**config.mk**
```make
export PLATFORM = sky130hd
export DESIGN_NAME = bin2bcd_seq
export DESIGN_NICKNAME = d
export VERILOG_FILES = /design/src/rtl/bin2bcd_pkg.sv /design/src/rtl/bcd_digit_adj.sv /design/src/rtl/bin2bcd_seq.sv
export SDC_FILE = /design/constraint.sdc
export NUM_CORES = 1
export LEC_CHECK = 0
export ABC_CLOCK_PERIOD_IN_PS = 2000
export CAP_MARGIN = 0
export CORE_ASPECT_RATIO = 1.75
export CORE_MARGIN = 2
export CORE_UTILIZATION = 40
export DETAILED_ROUTE_END_ITERATION = 6
export PLACE_DENSITY = 0.66
export SLEW_MARGIN = 10
export SYNTH_ARGS = -nofsm -noshare
export SYNTH_HDL_FRONTEND = slang
export SYNTH_SLANG_ARGS = --single-unit
```
**constraint.sdc**
```tcl
create_clock -name clk -period 2 [get_ports clk]
set_input_delay 0.3 -clock clk [delete_from_list [all_inputs] [get_ports clk]]
set_output_delay 0.3 -clock clk [all_outputs]
set_load 0.02 [all_outputs]
```
**src/rtl/bin2bcd_pkg.sv**
```systemverilog
// Shared types and constants for the sequential binary-to-BCD converter.
package bin2bcd_pkg;

  typedef enum logic [1:0] {
    IDLE  = 2'd0,
    SHIFT = 2'd1,
    DONE  = 2'd2
  } bin2bcd_state_t;

  localparam int         BCD_W      = 4;
  localparam logic [3:0] ADJ_THRESH = 4'd5;
  localparam logic [3:0] ADJ_ADD    = 4'd3;

  // Pre-shift correction so a digit >= 5 carries into the next digit after doubling.
  function automatic logic [3:0] digit_adj(input logic [3:0] d);
    return (d >= ADJ_THRESH) ? d + ADJ_ADD : d;
  endfunction

endpackage

```
**src/rtl/bcd_digit_adj.sv**
```systemverilog
// Single BCD digit add-3 correction used by each digit slice of the converter.
module bcd_digit_adj
  import bin2bcd_pkg::*;
(
  input  logic [BCD_W-1:0] d_i,
  output logic [BCD_W-1:0] d_o
);

  assign d_o = digit_adj(d_i);

endmodule

```
**src/rtl/bin2bcd_seq.sv**
```systemverilog
// Multi-cycle double-dabble converter with start/busy/done handshake.
// Optional leading-zero blanking output is enabled by defining BIN2BCD_SEQ_BLANK_EN.
module bin2bcd_seq
  import bin2bcd_pkg::*;
#(
  parameter int BIN_W  = 8,
  parameter int DIGITS = 3
) (
  input  logic                    clk,
  input  logic                    rst,
  input  logic                    start,
  input  logic [BIN_W-1:0]        binary,
  output logic                    busy,
  output logic                    done,
  output logic [BCD_W*DIGITS-1:0] bcd,
`ifdef BIN2BCD_SEQ_BLANK_EN
  output logic                    overflow,
  output logic [DIGITS-1:0]       blank
`else
  output logic                    overflow
`endif
);

  localparam int CNT_W = $clog2(BIN_W + 1);
  localparam int WRK_W = BCD_W * DIGITS;

  bin2bcd_state_t    state_q, state_d;
  logic [CNT_W-1:0]  cnt_q, cnt_d;
  logic [BIN_W-1:0]  op_q, op_d;
  logic [WRK_W-1:0]  work_q, work_d;
  logic              ovf_acc_q, ovf_acc_d;
  logic [WRK_W-1:0]  bcd_q, bcd_d;
  logic              overflow_q, overflow_d;
  logic              busy_q, busy_d;
  logic              done_q, done_d;

  logic [WRK_W-1:0]  adj_s;
  logic [WRK_W:0]    shift_s;

  for (genvar g = 0; g < DIGITS; g++) begin : g_adj
    bcd_digit_adj u_adj (
      .d_i (work_q[g*BCD_W +: BCD_W]),
      .d_o (adj_s[g*BCD_W +: BCD_W])
    );
  end

  // Top bit of shift_s is the bit pushed out of the most significant digit.
  assign shift_s = {adj_s, op_q[BIN_W-1]};

`ifdef BIN2BCD_SEQ_BLANK_EN
  logic [DIGITS-1:0] blank_q, blank_d, blank_s;
  logic              zero_run_s;

  always_comb begin
    blank_s    = '0;
    zero_run_s = 1'b1;
    for (int i = DIGITS - 1; i >= 1; i--) begin
      zero_run_s = zero_run_s & (shift_s[i*BCD_W +: BCD_W] == 4'd0);
      blank_s[i] = zero_run_s;
    end
  end
`endif

  always_comb begin
    state_d    = state_q;
    cnt_d      = cnt_q;
    op_d       = op_q;
    work_d     = work_q;
    ovf_acc_d  = ovf_acc_q;
    bcd_d      = bcd_q;
    overflow_d = overflow_q;
`ifdef BIN2BCD_SEQ_BLANK_EN
    blank_d    = blank_q;
`endif
    case (state_q)
      IDLE, DONE: begin
        if (start) begin
          state_d   = SHIFT;
          op_d      = binary;
          work_d    = '0;
          cnt_d     = CNT_W'(BIN_W);
          ovf_acc_d = 1'b0;
        end else begin
          state_d = IDLE;
        end
      end
      SHIFT: begin
        op_d      = op_q << 1;
        work_d    = shift_s[WRK_W-1:0];
        cnt_d     = cnt_q - CNT_W'(1);
        ovf_acc_d = ovf_acc_q | shift_s[WRK_W];
        if (cnt_q == CNT_W'(1)) begin
          state_d    = DONE;
          bcd_d      = shift_s[WRK_W-1:0];
          overflow_d = ovf_acc_q | shift_s[WRK_W];
`ifdef BIN2BCD_SEQ_BLANK_EN
          blank_d    = blank_s;
`endif
        end else begin
          state_d = SHIFT;
        end
      end
      default: begin
        state_d = IDLE;
      end
    endcase
    busy_d = (state_d == SHIFT);
    done_d = (state_d == DONE);
  end

  always_ff @(posedge clk or posedge rst) begin
    if (rst) begin
      state_q    <= IDLE;
      cnt_q      <= '0;
      op_q       <= '0;
      work_q     <= '0;
      ovf_acc_q  <= 1'b0;
      bcd_q      <= '0;
      overflow_q <= 1'b0;
      busy_q     <= 1'b0;
      done_q     <= 1'b0;
`ifdef BIN2BCD_SEQ_BLANK_EN
      blank_q    <= '0;
`endif
    end else begin
      state_q    <= state_d;
      cnt_q      <= cnt_d;
      op_q       <= op_d;
      work_q     <= work_d;
      ovf_acc_q  <= ovf_acc_d;
      bcd_q      <= bcd_d;
      overflow_q <= overflow_d;
      busy_q     <= busy_d;
      done_q     <= done_d;
`ifdef BIN2BCD_SEQ_BLANK_EN
      blank_q    <= blank_d;
`endif
    end
  end

  assign busy     = busy_q;
  assign done     = done_q;
  assign bcd      = bcd_q;
  assign overflow = overflow_q;
`ifdef BIN2BCD_SEQ_BLANK_EN
  assign blank    = blank_q;
`endif

endmodule
```
* Word level (Yosys, flattened, before mapping)
Index checks and enable logic that the tools add are counted.
** Cells by class
- $add $sub $neg :: 4
- Magnitude comparators :: 3
- Equality and inequality tests :: 6
- Muxes and demuxes :: 14
- Bitwise gates (word level) :: 1
- Reductions and logical operators :: 5
** Operators with widths (number)
- $pmux W12 S2 :: 1
- $mux W4 :: 4
- $pmux W8 S2 :: 1
- $add A4 B2 Y4 const B :: 3
- $ge A4 B3 Y1 const B :: 3
- $mux W12 :: 1
- $mux W8 :: 1
- $pmux W4 S2 :: 1
- $eq A2 B1 Y1 const B :: 2
- $eq A2 B2 Y1 const B :: 2
- $eq A4 B1 Y1 const B :: 1
- $pmux W2 S2 :: 1
- $reduce_and A2 Y1 :: 2
- $sub A4 B1 Y4 const B :: 1
- $logic_not A2 Y1 :: 1
- $mux W1 :: 2
- $mux W2 :: 1
- $ne A2 B2 Y1 const B :: 1
- $pmux W1 S2 :: 1
- $reduce_bool A2 Y1 :: 1
- $reduce_or A2 Y1 :: 1
- $or A1 B1 Y1 :: 1
** Storage, ports and cells
- Register bits after elaboration :: 42
- Input bits :: 11
- Output and inout port bits :: 15
- Logic and storage cells :: 42

* Logic depth before layout (Yosys ltp)
Gate-level depths: netlist of the first run.
- Depth in word-level cells :: 4
- Mapped depth :: 7
- Depth with buffers taken out :: 7

* Modules after synthesis
Synthesis of the first run repeated with hierarchy kept, for this count alone.
** Unflattened totals
- Cell total of the unflattened synthesis :: 174
- Area, all modules :: 1986.9 um^2
** By module, submodules not included
- bin2bcd_seq :: instances 1, cells an instance 126, area each 1682.9 um^2, sequential area each 1051.0 um^2
- bcd_digit_adj :: instances 3, cells an instance 16, area each 101.3 um^2, sequential area each 0.0 um^2

* Worst setup path after synthesis of the first run
Ideal clock, no wire load.
- Kind :: register to register
- Start :: register work_q[8]
- End :: register bcd_q[10] (netlist: bcd[10])
- Setup time :: 0.125 ns
- Data arrival time :: 1.294 ns
- Data required time :: 1.875 ns
- Slack :: 0.581 ns
- Cell stages (with the launch flop) :: 6
- Path buffers :: 0
- Period minus slack after synthesis :: 1.419 ns
- Cells stage by stage :: dfrtp_1 -> ha_1 -> nand2b_2 -> a21oi_4 -> mux2i_1 -> mux2_4
** On the way
- Word-level cells in the longest chain between the ends :: 2
- Elaborated cells on any way between the ends :: 3
- Those cells by class :: add/sub: 1; order compare: 1; mux: 1
** RTL lines
- start, declared :: RTL line bin2bcd_seq.sv:30 : logic [WRK_W-1:0] work_q, work_d;
- start signal, assigned :: RTL line bin2bcd_seq.sv:129 : work_q <= work_d;
- $add A4 B2 Y4 or $ge A4 B3 Y1 (tied branches) :: RTL line bin2bcd_pkg.sv:16 : return (d >= ADJ_THRESH) ? d + ADJ_ADD : d;
- $mux W4 (*) :: RTL line bin2bcd_pkg.sv:16
- end signal, assigned :: RTL line bin2bcd_seq.sv:118 : bcd_q <= '0;
- end signal, assigned :: RTL line bin2bcd_seq.sv:131 : bcd_q <= bcd_d;
- end, declared :: RTL line bin2bcd_seq.sv:32 : logic [WRK_W-1:0] bcd_q, bcd_d;
Every way passes the cells marked *; elsewhere a longest branch is shown, timed or not.
A chain may end at the register's enable or synchronous reset.

* Worst setup path after layout of the first run
- Start :: register work_q[9]
- End :: register bcd_q[10] (netlist: bcd[10])
Same word-level chain as after synthesis.

==> results of run 1 <==
-- metrics by stage --
step / total power [W] / area [um^2] / instances / util (%) / setup slack, ns
after floorplan: 0.00289 / 1980 / 183 / - / 0.581
after global placement: 0.00340 / 2290 / 257 / 48.2 / 0.149
after detailed placement: 0.00345 / 2290 / 257 / 48.2 / 0.112
after CTS: 0.00401 / 2380 / 265 / 50.1 / 0.306
after global routing: 0.00429 / 2380 / 265 / 50.1 / 0.171
final: 0.00396 / 2380 / 265 / 50.1 / 0.303
-- cell usage in the layout, fill, tap and decap left out, types with 4 or more instances in the layout --
| master | synthesis | final |
|---|---|---|
| clkbuf_8 | 0 | 5 |
| nand3_1 | 4 | 4 |
| nor3b_1 | 6 | 6 |
| o21ai_0 | 16 | 16 |
| mux2_4 | 6 | 6 |
| nor3_1 | 4 | 4 |
| inv_1 | 10 | 10 |
| ha_1 | 8 | 8 |
| a22oi_1 | 7 | 7 |
| a21oi_1 | 7 | 7 |
| dfrtp_1 | 42 | 42 |
| nand2_1 | 31 | 31 |
| buf_4 | 2 | 4 |
| clkdlybuf4s50_1 | 0 | 25 |
| a22o_1 | 8 | 8 |
-- worst max-delay path, stage by stage, from the launching register on --
cell      delay, ns
dfrtp_1        0.41
inv_1          0.11
ha_1           0.26
nand2b_2       0.11
a21oi_4        0.18
mux2i_1        0.37
mux2_4         0.21
-- layout make-up --
cell class / count / area [um^2]
Clock buffer: 5 / 68.8
Clock inverter: 3 / 21.3
Multi-Input combinational cell: 123 / 848
Fill cell: 455 / 2370
Tap cell: 52 / 65.1
Inverter: 11 / 43.8
Sequential cell: 42 / 1050
Timing Repair Buffer: 29 / 280
-- layer usage --
metal | vias up | part of all wire [%] | global-route usage (%) | wire (um)
met5 | - | 0 | 0 | 0
met4 | 0 | 3.2 | 6.98 | 113
met1 | 659 | 44 | 18.9 | 1550
met3 | 8 | 3.2 | 3.20 | 115
met2 | 29 | 50 | 22.4 | 1780
li1 | 683 | - | - | -
-- kinds of logic after synthesis --
logic type / synth area share (%)
adder cells (fa/ha/maj): 5.05
multiplexers: 6.06
AO/OA/AOI/OAI: 15.9
XOR/XNOR: 1.33
buffers and inverters: 4.17
AND/OR/NAND/NOR: 14.5
flip-flops: 53.0
-- final timing paths --
| kind | start | endpoint |
|---|---|---|
| max in group asynchronous | rst | bcd[5]$_DFFE_PP0P_ |
| setup reg to reg | work_q[9]$_DFFE_PP0P_ | bcd[10]$_DFFE_PP0P_ |
| setup / recovery | work_q[9]$_DFFE_PP0P_ | bcd[10]$_DFFE_PP0P_ |
| hold reg to reg | op_q[4]$_DFFE_PP0P_ | op_q[4]$_DFFE_PP0P_ |
| hold / removal | rst | bcd[2]$_DFFE_PP0P_ |
| min in group clk | op_q[4]$_DFFE_PP0P_ | op_q[4]$_DFFE_PP0P_ |
-- power groups by stage --
stage	Clock [W]	Combinational [W]	Sequential, W
floorplan	0	0.00123	0.00165
global placement	0	0.00185	0.00155
detailed placement	0	0.00189	0.00156
CTS	0.000556	0.00191	0.00154
global route	0.000593	0.00210	0.00160
finish	0.000539	0.00188	0.00154
-- registers in the layout, summed over array words and instances (netlist names) --
name / count
bcd: 12
state_q: 2
busy: 1
done: 1
overflow: 1
work_q: 12
cnt_q: 4
op_q: 8
ovf_acc_q: 1
==> results.py, run 1 <==
metrics = {
    "cts": {
        "root_buffer": "clkbuf_8",
        "clockBufferDepth": 2,
        "h-tree-depth": 2,
        "insertion_delay_ns": 0.29,
        "cts_resized": 0,
        "cts.sinks": 42,
        "postCtsHoldBufs": 0,
        "postCtsSetupRepairBufs": 0,
        "numCtsBuffers": 5,
        "clkTransAtPathRegs_ns": 0.08,
        "cts_tree": "done",
    },
    "placed_design": {
        "gp_congestion": 0.694,
        "portBuffers": 25,
        "dp_hpwl_mm": 2.46,
    },
    "timing": {
        "final.setup_skew_ns": 0.00802,
        "min_period_ns": 1.70,
        "timing.final.crit_share_pct": 84.9,
        "tns_ns": 0,
        "rsz0062_at_grt": "no",
        "slew-limit-headroom_pct": 45.1,
        "hold_viol": 0,
        "tightestPinTransition_ns": 0.823,
        "drv_slew": 0,
        "holdWs_ns": 0.430,
        "finalSetupViolCount": 0,
        "achievable-frequency_mhz": 589,
    },
    "route": {
        "wire_per_inst_um": 13.4,
        "wl_mm": 3.56,
        "vias": 1379,
        "drt_iter0_markers": 22,
        "drc": 0,
        "ant_nets": 0,
        "vias_per_cell": 5.20,
        "dr.pass1.iters": 4,
    },
    "synthesis": {
        "synth_ff_type": "dfrtp_1",
        "synth_largest_area_cell": "dfrtp_1",
        "synth_nets": 202,
        "ys_top_cells_by_count": "dfrtp_1 (42), nand2_1 (31), o21ai_0 (16)",
        "syn_area_um2": 1980,
        "synth_top_area_share_pct": 53.0,
        "synth_edf_count": 0,
        "synth-seq-cells": 42,
        "synth_area_leaders": "dfrtp_1 (53%), nand2_1 (5.9%), ha_1 (5.1%)",
        "ys_seq_area_share_pct": 53.0,
        "ys_types": 30,
        "synth_most_common_cell": "dfrtp_1",
        "avgSynthCellArea_um2": 10.8,
        "async_flop_share_pct": 100,
        "yosysWarnings": 0,
        "synthCells": 183,
    },
    "floorplanning": {
        "ios": 26,
        "chipWidth_um": 57.2,
        "fp.dieArea_um2": 5560,
        "start_util_pct": 41.7,
        "core_um2": 4750,
        "dieHeight_um": 97.1,
        "rows": 33,
    },
    "global_routing": {
        "grt_max_degree": 43,
        "grt_usage_pct": 14.4,
        "grt_overflow_total": 0,
        "grt_pass1_vias": 1338,
        "antenna_found_initial": 0,
        "grt_pass1_wl_mm": 6.31,
    },
    "power": {
        "p_clk_share_pct": 13.6,
        "internal-power_w": 0.00237,
        "p_comb_share_pct": 47.5,
        "ir_drop_uv": 1120,
        "seq_power_share_pct": 38.8,
        "p_leak_nw": 1.09,
        "switching_power_w": 0.00159,
        "p_per_area_nw_per_um2": 1660,
        "swShare_pct": 40.1,
    },
    "final_layout": {
        "nets": 231,
        "drive_above_1_share_pct": 13.1,
        "antenna_cells": 0,
        "area_growth_pct": 20.0,
    },
    "worst_setup_path": {
        "start_kind": "register",
        "rrSetupSlack_ns": 0.30,
        "cp.arrival_ns": 1.93,
        "path_max_fanout": 5,
        "reg2regPathDepth": 6,
        "cp-end-kind": "register",
        "required_ns": 2.24,
        "critPathKind": "register to register",
    },
    "run": {
        "maxCapViolCount": 0,
    },
    "min_path": {
        "min-delay-path-class": "input port to async pin",
    },
    "run_status": {
        "outcome": "finished, final reports clean",
    },
}
No activity file was read; power rests on OpenSTA's default activity.
==> run 2, diff against run 1 <==
Settings changed: ABC_CLOCK_PERIOD_IN_PS 2000 to 1500, PLACE_DENSITY 0.66 to 0.68.
Clock period 2 ns to 1.5 ns, I/O delays scaled along.
==> run 2 against run 1 <==
Net effect:
- global-route usage up 1.4 points
- sequential cell count unchanged
- combinational power up 67%
- critical path type is now register to output pin
- critical endpoint is now busy
- largest cell class unchanged
- highest routed layer unchanged
==> results.py, run 2 (synthesis results as in run 1) <==
metrics = {
    "worst_setup_path": {
        "cp.arrival_ns": 1.21,
        "cp-end-kind": "output pin",
        "path_max_fanout": 1,
        "max_stage_delay_ns": 0.59,
        "r2r-start": "work_q[1]$_DFFE_PP0P_",
        "crit_slowest_cell": "clkdlybuf4s50_1",
        "required_ns": 1.27,
        "cp_top_family": "buffers and inverters",
        "critPathKind": "register to output pin",
        "crit_chain": "clkdlybuf4s50_1",
        "startpoint": "busy$_DFF_PP0_",
        "path_buf_inv": 1,
        "start_kind": "register",
    },
    "final_layout": {
        "drive_above_1_share_pct": 26.0,
        "final_common_cell": "dfrtp_1",
        "register_area_um2": 1050,
        "final_core_util_pct": 56.1,
        "fillers": 391,
        "area_growth_pct": 34.5,
        "antenna_cells": 0,
        "most-common-layout-cells": "dfrtp_1 (42), nand2_1 (31), buf_4 (25)",
        "nets": 253,
        "multi_input_comb_area_um2": 928,
    },
    "cts": {
        "root_buffer": "clkbuf_8",
        "cts.sinks": 42,
        "clkTransAtPathRegs_ns": 0.08,
        "numCtsBuffers": 5,
        "clockBufferDepth": 2,
        "h-tree-depth": 2,
        "cts_tree": "done",
        "insertion_delay_ns": 0.30,
    },
    "route": {
        "drt_iter0_markers": 17,
        "vias": 1499,
        "dr.pass1.iters": 4,
        "ant_nets": 0,
        "vias_per_cell": 5.22,
        "drc": 0,
        "wl_mm": 4.10,
        "wire_per_inst_um": 14.3,
    },
    "floorplanning": {
        "start_util_pct": 41.7,
        "dieHeight_um": 97.1,
        "ios": 26,
        "rows": 33,
        "core_um2": 4750,
        "chipWidth_um": 57.2,
        "fp.dieArea_um2": 5560,
    },
    "global_routing": {
        "grt_max_degree": 43,
        "antenna_found_initial": 0,
        "grt_usage_pct": 15.9,
        "grt_pass1_wl_mm": 6.93,
        "grt_pass1_vias": 1538,
        "grt_overflow_total": 0,
    },
    "timing": {
        "slew-limit-headroom_pct": 66.5,
        "hold_viol": 0,
        "finalSetupViolCount": 0,
        "rsz0062_at_grt": "no",
        "final.setup_skew_ns": 0.00548,
        "setup_ws_ns": 0.0606,
        "min_period_ns": 1.44,
        "drv_slew": 0,
        "tightestPinTransition_ns": 0.501,
        "achievable-frequency_mhz": 695,
        "timing.final.crit_share_pct": 96.0,
    },
    "power": {
        "p_leak_nw": 1.36,
        "ir_drop_uv": 1130,
        "p_per_area_nw_per_um2": 2220,
        "fin_total_pwr_w": 0.00592,
    },
    "min_path": {
        "min-delay-path-class": "input port to async pin",
    },
    "placed_design": {
        "dp_hpwl_mm": 2.67,
        "gp_congestion": 0.761,
        "portBuffers": 25,
        "place_ws_ns": -0.326,
    },
    "run_status": {
        "outcome": "finished, final reports clean",
    },
    "run": {
        "maxCapViolCount": 0,
    },
}
## run 2: changes by cell type in the layout (fill, tap and decap cells not counted), sizes merged
cell,before,now
clkbuf,5,7
dlymetal6s2s,0,11
buf,4,26
clkdlybuf4s50,25,12
dlygate4sd2,0,2
clkinvlp,1,0
inv,11,10
## run 2: worst reg2reg max path, delay by kind of cell (launching register included)
kind / cells / cell delay, ns
buffers and inverters: 1 / 0.09
adders and majority gates: 1 / 0.22
AOI/OAI and AO/OA: 1 / 0.17
DFF: 1 / 0.39
and+or+nand+nor: 1 / 0.07
muxes: 2 / 0.44
## run 2: repair_timing
action,4_1_cts,5_1_grt
resized for setup,6,29
buffers inserted,1,5
pin swaps,2,4
hold buffers,0,0
endpoints found under the setup margin,30,22
## run 2: through the flow
| step | setup TNS (ns) | hold slack (ns) | area (um^2) | cells |
|---|---|---|---|---|
| 2_1_floorplan | 0 | 0.353 | 1980 | 183 |
| 3_3_place_gp | -5.45 | 0.463 | 2420 | 273 |
| 3_5_place_dp | -5.89 | 0.469 | 2420 | 273 |
| 4_1_cts | 0 | 0.292 | 2530 | 282 |
| 5_1_grt | 0 | 0.326 | 2670 | 287 |
| 6_report | 0 | 0.283 | 2670 | 287 |
## run 2: final cells by class
| class | count | share of cell area, % |
|---|---|---|
| Clock buffer | 7 | 3.24 |
| Clock inverter | 1 | 0.188 |
| Inverter | 11 | 1.74 |
| Multi-Input combinational cell | 123 | 34.8 |
| Sequential cell | 42 | 39.4 |
| Tap cell | 52 | 2.44 |
| Timing Repair Buffer | 51 | 18.1 |
## run 2: worst paths after layout
check / endpoint / slack, ns / cells after the start
max in group asynchronous: work_q[4]$_DFFE_PP0P_ / 1.02 / 3
setup / recovery: busy / 0.06 / 1
hold / removal: bcd[1]$_DFFE_PP0P_ / 0.28 / 3
min in group clk: bcd[4]$_DFFE_PP0P_ / 0.47 / 2
setup reg to reg: bcd[2]$_DFFE_PP0P_ / 0.06 / 6
hold reg to reg: bcd[4]$_DFFE_PP0P_ / 0.47 / 2
## run 2: power by group
group	total (W)	switching, W	internal [W]
Combinational	0.00314	0.00155	0.00160
Sequential	0.00202	0.000383	0.00164
Clock	0.000760	0.000389	0.000371
Total	0.00592	0.00232	0.00360
## run 2: metal layers
| layer | track usage [%] | part of all wire, % | vias up |
|---|---|---|---|
| li1 | - | - | 733 |
| met1 | 18.9 | 43 | 740 |
| met2 | 26.7 | 52 | 20 |
| met3 | 3.20 | 2.5 | 6 |
| met4 | 7.51 | 2.2 | 0 |
| met5 | 0 | 0 | - |
==> run 3, diff against run 2 <==
Settings changed: ABC_AREA from default to 1.
==> run 3 against run 2 <==
Net effect:
- sequential power fell by 2%
- die area is 0.60% lower
- final cell count grew 11%
- first-iteration DRC count did not move
- via count up 7.4%
- power fell by 5.7%
- final area down 6.8%
- synthesized cell count increased by 25%
- sequential share of layout area grew 2.9 points
- highest routed layer unchanged
- largest cell class unchanged
- setup slack improved by 0.0070 ns
- combinational power is 13% lower
- worst hold slack worse by 0.0092 ns
==> results.py, run 3 <==
metrics = {
    "run_status": {
        "outcome": "finished, final reports clean",
    },
    "final_layout": {
        "area_growth_pct": 26.1,
        "nets": 284,
        "final_common_cell": "nand2_1",
        "antenna_cells": 0,
        "fin_area_um2": 2480,
        "fillers": 455,
        "drive_above_1_share_pct": 10.2,
        "most-common-layout-cells": "nand2_1 (75), dfrtp_1 (42), nand3_1 (29)",
        "final_core_util_pct": 52.8,
    },
    "cts": {
        "clkTransAtPathRegs_ns": 0.08,
        "root_buffer": "clkbuf_8",
        "h-tree-depth": 2,
        "cts.sinks": 42,
        "cts_tree": "done",
        "numCtsBuffers": 5,
        "postCtsHoldBufs": 0,
        "clockBufferDepth": 2,
        "insertion_delay_ns": 0.29,
    },
    "power": {
        "p_leak_nw": 1.42,
        "ir_drop_uv": 1400,
        "fin_total_pwr_w": 0.00559,
        "p_per_area_nw_per_um2": 2250,
    },
    "timing": {
        "drv_slew": 0,
        "holdWs_ns": 0.274,
        "achievable-frequency_mhz": 698,
        "hold_viol": 0,
        "timing.final.crit_share_pct": 95.5,
        "min_period_ns": 1.43,
        "tightestPinTransition_ns": 0.334,
        "final.setup_skew_ns": 0.00487,
        "finalSetupViolCount": 0,
        "tns_ns": 0,
        "rsz0062_at_grt": "yes",
        "slew-limit-headroom_pct": 77.7,
    },
    "floorplanning": {
        "fp.dieArea_um2": 5520,
        "rows": 33,
        "dieHeight_um": 96.8,
        "start_util_pct": 41.8,
        "chipWidth_um": 57.0,
        "core_um2": 4710,
        "ios": 26,
    },
    "synthesis": {
        "synth_ff_type": "dfrtp_1",
        "ys_types": 21,
        "ys_seq_area_share_pct": 53.4,
        "synthCells": 228,
        "synth_nets": 247,
        "synth_edf_count": 0,
        "synth_most_common_cell": "nand2_1",
        "synth_largest_area_cell": "dfrtp_1",
        "syn_area_um2": 1970,
        "ys_top_cells_by_count": "nand2_1 (76), dfrtp_1 (42), nand3_1 (29)",
        "synth-seq-cells": 42,
        "avgSynthCellArea_um2": 8.64,
        "synth_top_area_share_pct": 53.4,
        "synth_area_leaders": "dfrtp_1 (53%), nand2_1 (14%), nand3_1 (7.4%)",
        "yosysWarnings": 0,
        "async_flop_share_pct": 100,
    },
    "route": {
        "drt_iter0_markers": 17,
        "drc": 0,
        "vias": 1610,
        "ant_nets": 0,
        "wire_per_inst_um": 12.9,
        "dr.pass1.iters": 4,
        "wl_mm": 4.10,
        "vias_per_cell": 5.06,
    },
    "worst_setup_path": {
        "required_ns": 1.27,
        "cp_top_family": "buffers and inverters",
        "path_max_fanout": 1,
        "crit_slowest_cell": "clkdlybuf4s50_1",
        "max_stage_delay_ns": 0.59,
        "critPathKind": "register to output pin",
        "cp-end-kind": "output pin",
        "crit_chain": "clkdlybuf4s50_1",
        "cp.arrival_ns": 1.21,
        "start_kind": "register",
        "path_buf_inv": 1,
    },
    "run": {
        "maxCapViolCount": 0,
    },
    "global_routing": {
        "grt_pass1_wl_mm": 7.31,
        "grt_max_degree": 43,
        "grt_usage_pct": 16.7,
        "grt_overflow_total": 0,
        "grt_pass1_vias": 1703,
        "antenna_found_initial": 0,
    },
    "placed_design": {
        "gp_congestion": 0.810,
        "placed_area_um2": 2310,
        "portBuffers": 25,
        "dp_hpwl_mm": 2.82,
    },
    "min_path": {
        "min-delay-path-class": "input port to async pin",
    },
}
run 3: cell count changes after synthesis, moves of 4 or more:
cell | before | now
nand2_1 | 31 | 76
nand3_1 | 4 | 29
inv_1 | 10 | 24
a22o_1 | 8 | 1
a22oi_1 | 7 | 0
mux2_4 | 6 | 0
nor3b_1 | 6 | 0
a21oi_1 | 7 | 2
o22ai_1 | 0 | 5
nor3_1 | 4 | 0
run 3: logic make-up after synthesis:
logic type      synth area share (%)
compound gates                  8.96
buf+inv                         7.24
flops                           53.4
xor+xnor                       0.445
simple gates                    24.9
fa+ha+maj                       5.08
run 3: metrics by stage:
step	worst slack, ns	cells
3_3_place_gp	0.0634	307
6_report	0.0676	318
5_1_grt	-0.00827	318
4_1_cts	0.00516	315
3_5_place_dp	-0.00390	307
2_1_floorplan	0.195	228
run 3: final timing paths:
check                                           start                      to  slack (ns)  cells past startpoint
max in group asynchronous                         rst   work_q[0]$_DFFE_PP0P_        1.01                      3
worst min-delay path                              rst  work_q[10]$_DFFE_PP0P_        0.27                      3
worst min register to register     bcd[2]$_DFFE_PP0P_      bcd[2]$_DFFE_PP0P_        0.48                      2
worst max-delay path                   busy$_DFF_PP0_                    busy        0.07                      1
min in group clk                   bcd[2]$_DFFE_PP0P_      bcd[2]$_DFFE_PP0P_        0.48                      2
worst max register to register  work_q[8]$_DFFE_PP0P_  work_q[10]$_DFFE_PP0P_        0.14                     10
run 3: routing by layer:
metal	up-vias	share of wire (%)	GRT usage [%]
met5	-	0	0
met4	0	1.0	6.26
met3	2	2.8	3.34
met2	33	56	30.9
met1	768	41	18.1
li1	807	-	-
run 3: final cells by class:
type | instances | area [um^2] | share of cell area (%)
Clock inverter | 3 | 40.0 | 1.61
Tap cell | 52 | 65.1 | 2.62
Clock buffer | 5 | 68.8 | 2.77
Multi-Input combinational cell | 154 | 786 | 31.6
Timing Repair Buffer | 34 | 363 | 14.6
Inverter | 28 | 110 | 4.43
Sequential cell | 42 | 1050 | 42.3
run 3: timing repair:
action	4_1_cts	5_1_grt
setup buffers	0	3
resized for setup	2	16
setup endpoints to repair	9	25
run 3: power by group:
part / switching, W / internal (W)
combinational: 0.00165 / 0.00108
sequential: 0.000322 / 0.00166
clock: 0.000385 / 0.000490
total: 0.00236 / 0.00323
